<file path="src/rtl/timed_fifo_pkg.sv">
// timed_fifo_pkg: shared types for the timed event queue (event layout, head-load states).
// Latency: n/a (types and constants only).
// Backpressure: n/a.
package timed_fifo_pkg;

    localparam int TIME_W    = 64;
    localparam int PAYLOAD_W = 64;

    // One queued event; timestamp occupies the upper half of the 128-bit word.
    typedef struct packed {
        logic [TIME_W-1:0]    timestamp;
        logic [PAYLOAD_W-1:0] payload;
    } event_t;

    // Head register load sequence.
    typedef enum logic [1:0] {
        IDLE  = 2'd0,
        LOAD  = 2'd1,
        ARMED = 2'd2
    } head_state_t;

endpackage

</file>
<file path="src/rtl/event_fifo_ram.sv">
// event_fifo_ram: simple dual-port event storage, one write port and one registered read port.
// Latency: read data valid 1 cycle after rd_en.
// Backpressure: none; the owner guarantees no write to a slot that is still queued.
module event_fifo_ram
    import timed_fifo_pkg::*;
#(
    parameter int DEPTH = 16,
    parameter int AW    = $clog2(DEPTH)
) (
    input  logic          clk,
    input  logic          wr_en,
    input  logic [AW-1:0] wr_addr,
    input  event_t        wr_data,
    input  logic          rd_en,
    input  logic [AW-1:0] rd_addr,
    output event_t        rd_data
);

    event_t mem [DEPTH];

    // Write port plus registered read port; storage itself needs no reset.
    always_ff @(posedge clk) begin
        if (wr_en) begin
            mem[wr_addr] <= wr_data;
        end
        if (rd_en) begin
            rd_data <= mem[rd_addr];
        end
    end

endmodule

</file>
<file path="src/rtl/timed_event_fifo.sv">
// timed_event_fifo: queues timed events and fires the head on gpo_out when counter == timestamp.
// Latency: write to earliest counter_matched is 3 cycles; compare to strobe is 1 cycle.
// Backpressure: s_ready low while the array holds FIFO_DEPTH entries or flush is high; no pass-through.
// Build option: define TIMED_FIFO_LATE_FIRE_EN to also fire late heads on gpo_out/counter_matched.
module timed_event_fifo
    import timed_fifo_pkg::*;
#(
    parameter int FIFO_DEPTH     = 16,
    parameter int TIME_WIDTH     = 64,
    parameter int LATE_CNT_WIDTH = 8
) (
    input  logic                          clk,
    input  logic                          reset,
    input  logic                          s_valid,
    input  logic [127:0]                  s_data,
    output logic                          s_ready,
    input  logic [63:0]                   counter,
    input  logic                          flush,
    input  logic                          error_clear,
    output logic [127:0]                  gpo_out,
    output logic                          counter_matched,
    output logic                          empty,
    output logic [$clog2(FIFO_DEPTH)+1:0] fill_level,
    output logic                          late_error,
    output logic [LATE_CNT_WIDTH-1:0]     late_count,
    output logic [127:0]                  late_data
);

    localparam int AW = $clog2(FIFO_DEPTH);
    localparam int CW = AW + 1;
    localparam int FW = AW + 2;

    logic [AW-1:0]   wr_ptr;
    logic [AW-1:0]   rd_ptr;
    logic [CW-1:0]   array_count;
    logic [CW-1:0]   count_next;
    head_state_t     state;
    event_t          head;
    logic            head_valid;
    event_t          rd_data;
    event_t          wr_event;
    logic [TIME_WIDTH-1:0] head_ts;

    logic wr_fire;
    logic rd_issue;
    logic head_match;
    logic head_late;
    logic head_resolve;
    logic fire_now;
    logic head_next;

    assign wr_event = s_data;
    assign head_ts  = head.timestamp;

    assign s_ready = (array_count < CW'(FIFO_DEPTH)) & ~flush;
    assign wr_fire = s_valid & s_ready;

    // Head comparison is only meaningful once the head register is armed.
    assign head_match   = (state == ARMED) & head_valid & (head_ts == counter);
    assign head_late    = (state == ARMED) & head_valid & (head_ts < counter);
    assign head_resolve = head_match | head_late;

    // Issue the array read when idle or when the current head leaves this cycle.
    assign rd_issue = ~flush & (array_count != '0) &
                      ((state == IDLE) | ((state == ARMED) & head_resolve));

`ifdef TIMED_FIFO_LATE_FIRE_EN
    assign fire_now = head_match | head_late;
`else
    assign fire_now = head_match;
`endif

    // An entry in flight (LOAD) is counted as the head so fill_level never dips mid-load.
    assign head_next  = ~flush & (rd_issue | (state == LOAD) | ((state == ARMED) & ~head_resolve));
    assign count_next = flush ? '0 : (array_count + CW'(wr_fire) - CW'(rd_issue));

    event_fifo_ram #(
        .DEPTH (FIFO_DEPTH)
    ) u_ram (
        .clk     (clk),
        .wr_en   (wr_fire),
        .wr_addr (wr_ptr),
        .wr_data (wr_event),
        .rd_en   (rd_issue),
        .rd_addr (rd_ptr),
        .rd_data (rd_data)
    );

    // Array pointers and occupancy; flush empties the array in one edge.
    always_ff @(posedge clk) begin
        if (!reset || flush) begin
            wr_ptr      <= '0;
            rd_ptr      <= '0;
            array_count <= '0;
        end else begin
            if (wr_fire) begin
                wr_ptr <= wr_ptr + AW'(1);
            end
            if (rd_issue) begin
                rd_ptr <= rd_ptr + AW'(1);
            end
            array_count <= count_next;
        end
    end

    // Head-load FSM with registered fire outputs; a fire in the flush cycle still completes.
    always_ff @(posedge clk) begin
        if (!reset) begin
            state           <= IDLE;
            head            <= '0;
            head_valid      <= 1'b0;
            gpo_out         <= '0;
            counter_matched <= 1'b0;
        end else begin
            counter_matched <= 1'b0;
            if (fire_now) begin
                gpo_out         <= head;
                counter_matched <= 1'b1;
            end
            if (flush) begin
                state      <= IDLE;
                head_valid <= 1'b0;
            end else begin
                case (state)
                    IDLE: begin
                        if (rd_issue) begin
                            state <= LOAD;
                        end
                    end
                    LOAD: begin
                        head       <= rd_data;
                        head_valid <= 1'b1;
                        state      <= ARMED;
                    end
                    ARMED: begin
                        if (head_resolve) begin
                            head_valid <= 1'b0;
                            state      <= rd_issue ? LOAD : IDLE;
                        end
                    end
                    default: begin
                        state      <= IDLE;
                        head_valid <= 1'b0;
                    end
                endcase
            end
        end
    end

    // Sticky late-error record; a late detection outranks a simultaneous clear.
    always_ff @(posedge clk) begin
        if (!reset) begin
            late_error <= 1'b0;
            late_count <= '0;
            late_data  <= '0;
        end else if (head_late) begin
            late_error <= 1'b1;
            late_data  <= head;
            if (error_clear) begin
                late_count <= LATE_CNT_WIDTH'(1);
            end else if (!(&late_count)) begin
                late_count <= late_count + LATE_CNT_WIDTH'(1);
            end
        end else if (error_clear) begin
            late_error <= 1'b0;
            late_count <= '0;
            late_data  <= '0;
        end
    end

    // Occupancy status registered from next-state values.
    always_ff @(posedge clk) begin
        if (!reset) begin
            fill_level <= '0;
            empty      <= 1'b1;
        end else begin
            fill_level <= FW'(count_next) + FW'(head_next);
            empty      <= (count_next == '0) & ~head_next;
        end
    end

endmodule

</file>
<file path="config.mk">
export PLATFORM = sky130hd
export DESIGN_NAME = timed_event_fifo
export DESIGN_NICKNAME = d
export VERILOG_FILES = /design/src/rtl/timed_fifo_pkg.sv /design/src/rtl/event_fifo_ram.sv /design/src/rtl/timed_event_fifo.sv
export SDC_FILE = /design/constraint.sdc
export NUM_CORES = 2
export LEC_CHECK = 0
export ABC_AREA = 1
export CELL_PAD_IN_SITES_DETAIL_PLACEMENT = 2
export CELL_PAD_IN_SITES_GLOBAL_PLACEMENT = 2
export CORE_MARGIN = 5
export CORE_UTILIZATION = 30
export CTS_BUF_LIST = sky130_fd_sc_hd__clkbuf_4
export DETAILED_ROUTE_END_ITERATION = 8
export PLACE_DENSITY = 0.69
export SETUP_SLACK_MARGIN = 0.3
export SLEW_MARGIN = 15
export SYNTH_ARGS = -nofsm -noshare
export SYNTH_HDL_FRONTEND = slang
export SYNTH_HIERARCHICAL = 1
export SYNTH_SLANG_ARGS = --single-unit
</file>
<file path="constraint.sdc">
create_clock -name clk -period 11.63 [get_ports clk]
set_clock_uncertainty 0.1 [all_clocks]
set_input_delay 2.326 -clock clk [delete_from_list [all_inputs] [get_ports clk]]
set_output_delay 2.326 -clock clk [all_outputs]
set_load 0.05 [all_outputs]
</file>
[Word-level counts from Yosys, hierarchy flattened]
Memory sizes are Yosys's and may differ from the RTL's. A register that Yosys moved wholly into a read port is not among the register bits.
Cells that the tools add are included.
Operators by class
  equal/unequal tests: 6
  reduce and logical (&&, ||, !) cells: 12
  bitwise operators: 20
  order comparisons: 2
  add/subtract/negate cells: 6
  multiplexer cells: 18
Operators with widths (number)
  128-bit two-way mux: 2
  64-bit equality test: 1
  64-bit < comparator: 1
  8-bit two-way mux: 4
  1-bit AND: 11
  4-bit by 1-bit adder with 4-bit output, second input constant: 2
  8-bit by 1-bit adder with 8-bit output, second input constant: 1
  2-bit AND reduction: 4
  8-bit AND reduction: 1
  1-bit two-way mux: 7
  5-bit by 1-bit adder with 6-bit output: 1
  2-bit inequality test, second input constant: 3
  2-bit one-hot mux with 3 select lines: 1
  5-bit by 1-bit adder with 5-bit output: 1
  5-bit logical NOT: 1
  5-bit < comparator, second input constant: 1
  5-bit two-way mux: 1
  1-bit inverter: 5
  5-bit nonzero test: 1
  5-bit by 1-bit subtractor with 5-bit output: 1
  2-bit two-way mux: 2
  1-bit OR: 4
  1-bit one-hot mux with 3 select lines: 1
  2-bit by 1-bit equality test with 1-bit output, second input constant: 1
  6 further kinds: 6
Storage, ports and cells
  input port bits: 197
  RAM bits: 2048
  memories kept: 1
  output and inout bits: 274
  register bits after elaboration: 417
Memories
  u_ram.mem: depth 16, width 128, rd ports 1, clocked after memory_dff 1, wr ports 1, RTL line event_fifo_ram.sv:19  | event_t mem [DEPTH];

[Depth between registers and ports, before layout]
  word-level depth: 12
  mapped depth: 33

[By module]
The synthesis kept the hierarchy.
By module, submodules not included
  event_fifo_ram: instances 1, cells an instance 7786, sequential area each 65342.7 um^2, area each 88782.6 um^2
  timed_event_fifo: instances 1, cells an instance 2048, sequential area each 8348.0 um^2, area each 16498.3 um^2

[Least setup slack after synthesis]
Ideal clock, no wire load.
  path type: input-to-reg
  from: in flush
  to: mem u_ram/mem[12][0] (netlist name), enable pin
  data required time: 10.913 ns
  slack: 1.973 ns
  buffers on the path: 0
  arrival time: 8.939 ns
  cell stages on the path: 5
  cell sequence: nor2_1 nand2_1 inv_1 nand3_1 nor2_1
On the way
  word-level cells in the longest chain between the ends: 5
Ends and longest elaborated chain
  start, declared: RTL line timed_event_fifo.sv:18  | input logic flush,
  1-bit inverter: RTL line timed_event_fifo.sv:55  | assign s_ready = (array_count < CW'(FIFO_DEPTH)) & ~flush;
  1-bit AND: RTL line timed_event_fifo.sv:55
  1-bit AND: RTL line timed_event_fifo.sv:56  | assign wr_fire = s_valid & s_ready;
  net wr_fire: RTL line timed_event_fifo.sv:44  | logic wr_fire;
  1-bit two-way mux: RTL line event_fifo_ram.sv:23  | if (wr_en) begin
  1-bit two-way mux (not written as such): RTL line event_fifo_ram.sv:24  | mem[wr_addr] <= wr_data;
  end, declared: RTL line event_fifo_ram.sv:19
The timed path passes the listed nets, and every way through them passes these cells.

[Worst setup path after layout]
  from: in counter[55]
  to: reg fill_level[5]
On the way
  word-level cells in the longest chain between the ends: 10
  elaborated cells on any way between the ends: 16
  those cells by class: add/sub (2); order compare (1); eq/ne (1); mux (1); bitwise (11)
Ends and longest elaborated chain
  start, declared: RTL line timed_event_fifo.sv:17  | input logic [63:0] counter,
  64-bit < comparator or 64-bit equality test (tied branches): RTL line timed_event_fifo.sv:60, timed_event_fifo.sv:59
  1-bit AND, on equally long branches: RTL line timed_event_fifo.sv:60, timed_event_fifo.sv:59
  1-bit OR (*): RTL line timed_event_fifo.sv:61  | assign head_resolve = head_match | head_late;
  1-bit AND (*): RTL line timed_event_fifo.sv:65  | ((state == IDLE) | ((state == ARMED) & head_resolve));
  1-bit OR (*): RTL line timed_event_fifo.sv:65
  1-bit AND (*): RTL line timed_event_fifo.sv:64  | assign rd_issue = ~flush & (array_count != '0) &
  net rd_issue: RTL line timed_event_fifo.sv:45  | logic rd_issue;
  parallel branches: the longest is 3 deep, another holds 5-bit by 1-bit subtractor with 5-bit output
  5-bit by 1-bit adder with 6-bit output (*): RTL line timed_event_fifo.sv:177  | fill_level <= FW'(count_next) + FW'(head_next);
  end signal, assigned: RTL line timed_event_fifo.sv:177
  end, declared: RTL line timed_event_fifo.sv:23  | output logic [$clog2(FIFO_DEPTH)+1:0] fill_level,
Mark *: on every way through the listed nets, which the timed path passes.
A chain may end at the register's enable or synchronous reset.

==> flow_summary.ini <==
[outcome]
outcome = completed

[detailed_routing]
drt_iter0_drc = 5076
wl_per_cell_um = 24.1
antenna_left = 0
drc = 0
vias_per_cell = 4.92
vias = 77300
drt-pass1-iter-count = 6
wl_mm = 378

[timing]
fmax_mhz = 151
rsz0062_at_grt = no
worst_slew_pin_slew_ns = 1.21
finalSetupTns_ns = 0
max_slew_margin = 0.193
min_period_over_period = 0.569
finalHoldViolations = 0
timing.final.ws_setup_ns = 5.01
report.final.slew_viol_count = 0
min_period_ns = 6.62
setup_viol = 0

[setup_path]
critPathKind = in -> reg
critPathArrivalTime_ns = 7.92
path_cells = clkdlybuf4s50_1 -> inv_1 -> ha_1 -> nand2_1 -> nor2_1 -> nand3_1 -> nor4_1 -> a21oi_2 -> nand2_8 -> nand3_1 -> nand2_2 -> inv_6 -> ha_1 -> inv_1 -> ha_1 -> fa_1 -> nand2_1 -> inv_1 -> nor3_1 -> nand3_1 -> nor2_1 -> inv_1 -> nor3_1
crit_path_max_incr_delay_ns = 0.59
crit_top_cell = inv_1
cp-end-kind = flip-flop
startpoint_type = input port
critPathLaunch = counter[55]
rr_startpoint = head_ts[54]
required_ns = 12.93
critPathMaxFanout = 77
crit_slowest_cell = nor4_1

[clock_tree]
cts-hold-fix-buffers = 0
cts_setup_buffers = 0
insertion_delay_ns = 1.49
cts_resized = 0
clkSinkCount = 2593
ctsLongestPathBuffers = 4
ctsHtreeMaxLevel = 6
ctsRootBufferMaster = clkbuf_4
cts_buffers = 710
cts_tree = yes
clk_pin_slew_worst_paths_ns = 0.07

[flow_run]
maxCapViolCount = 0

[placed_design]
dp_hpwl_mm = 215
post_dp_cell_area_um2 = 114000
place_ws_ns = 3.19
dpl.cell_count = 14400
port_buffers = 470
gp_congestion = 0.777

[die]
initial_core_util = 0.301
ioPinCount = 471
fp.dieArea_um2 = 363000
fp-row-count = 217
fp.dieW_um = 602
die_height_um = 602
core_um2 = 349000

[final_layout]
layout.cells.non_filler = 15700
drive_gt1_frac = 0.120
num-nets-final = 10800
area_delta_synth_final_pct = 17.4
nFillCells = 37500
finalInstanceArea_um2 = 124000

[global_routing]
grt_use_total = 0.202
grt_pass1_vias = 84900
grt_pass1_wl_mm = 555
grt_antenna_before_repair = 103
gr-total-overflow = 0
grt_start_max_net_pins = 187

[logic_synthesis]
ys.flop_type = edfxtp_1
synth-compound-area-share = 0.0341
yosys_warnings = 6
synth.mux.area_fraction = 0
synth_top_cell_by_area = edfxtp_1
yosys.area_share.xor_xnor = 0.000333
synth_top_cell_area_share = 0.621
syn-cell-area_um2 = 105000
synth-simple-area-share = 0.191
async_flop_share = 0
synth_seq_cells = 2593
yosysMostFrequentCell = nand2_1
synth_top_family_by_area = simple AND/OR/NAND/NOR gates
syn_avg_cell_area_um2 = 10.7
synthAdderAreaFrac = 0.00910
synth-edff-count = 2176
syn_inst = 9834
synth_cell_types = 36
ys_seq_area_frac = 0.700
netlist_top_cells_area = edfxtp_1 62%, nand2_1 11%, dfxtp_1 7.9%
syn_nets = 10100
synthTopCellsByCount = 3048 x nand2_1, 2176 x edfxtp_1, 1613 x nand3_1

[pwr]
power_mw = 22.6
cellLeakagePower_nw = 48.0
ir_drop_v = 0.0000999
power.density_nw_per_um2 = 183

[worst_hold_path]
min_path_type = reg -> reg
worstHoldStart = head[3]
routing by layer:
metal / wire [um] / GRT usage
met2: 178000 / 0.335
met3: 21500 / 0.0382
met1: 168000 / 0.269
met5: 265 / 0
met4: 9680 / 0.0627
logic make-up (layout without fill, tap and decap cells):
logic type | after synthesis | in the layout
xor+xnor | 4 | 4
buf+inv | 1672 | 2927
flops | 2593 | 2593
compound gates | 709 | 709
other cells | 0 | 25
fa+ha+maj | 76 | 76
simple gates | 4780 | 4780
placed cells by master (no fill, tap or decap), types with 6 or more instances in the layout:
cell type | Yosys | layout
nand2_1 | 3048 | 3047
edfxtp_1 | 2176 | 2176
nand3_1 | 1613 | 1613
clkbuf_4 | 0 | 1104
inv_1 | 1096 | 1092
clkdlybuf4s50_1 | 0 | 469
a21oi_1 | 430 | 430
dfxtp_1 | 417 | 413
o21ai_0 | 265 | 265
clkinv_1 | 2 | 87
buf_4 | 58 | 82
ha_1 | 75 | 75
nor2_1 | 65 | 49
diode_2 | 0 | 25
or2_2 | 25 | 25
buf_12 | 0 | 22
nor2_4 | 0 | 16
nand4_1 | 12 | 12
inv_2 | 5 | 12
inv_6 | 0 | 12
clkinvlp_4 | 0 | 12
clkinv_4 | 0 | 11
bufinv_16 | 0 | 9
clkinv_2 | 1 | 7
nor3_1 | 6 | 6
state kept, by name (all words and copies together), names as in the netlist, 5 cells and up:
| register | flops |
|---|---|
| array_count | 5 |
| fill_level | 6 |
| gpo_out | 128 |
| head | 64 |
| head_ts | 64 |
| late_count | 8 |
| late_data | 128 |
| u_ram/mem | 2048 |
| u_ram/rd_data | 128 |
critical path, delay by kind of cell:
family	cells	cell delay (ns)
buffers and inverters	6	0.92
adders and majority gates	4	1.31
AOI/OAI and AO/OA	1	0.26
and+or+nand+nor	12	3.10
worst paths after layout:
check,to,slack (ns),cells after the start
worst max-delay path,fill_level[5],5.01,23
worst min-delay path,late_data[3],0.34,2
worst max register to register,fill_level[5],5.98,21
worst min register to register,late_data[3],0.34,2
cell type report:
cell class	instances	area [um^2]	area share
sequential	2593	73700	0.597
multi-input combinational	5569	24800	0.201
antenna	25	62.6	0.000506
clock buffer	1104	8290	0.0671
tap	4599	5750	0.0466
inverter	1104	4200	0.0340
clock inverter	145	947	0.00767
timing repair buffer	574	5770	0.0467
per-stage QoR:
stage | utilization | hold WS, ns
floorplan | - | 0.344
global placement | 0.327 | 0.348
detailed placement | 0.327 | 0.359
CTS | 0.353 | 0.335
global route | 0.353 | 0.383
finish | 0.354 | 0.339
where the power goes:
| part | internal (mW) | switching [mW] | total (mW) | leakage (nW) |
|---|---|---|---|---|
| clock network | 4.50 | 3.96 | 8.46 | 5.51 |
| registers | 10.5 | 0.178 | 10.7 | 23.0 |
| logic | 0.825 | 2.62 | 3.44 | 19.5 |
| total | 15.8 | 6.76 | 22.6 | 48.0 |
Note: power is estimated with default switching activity, not from simulation.
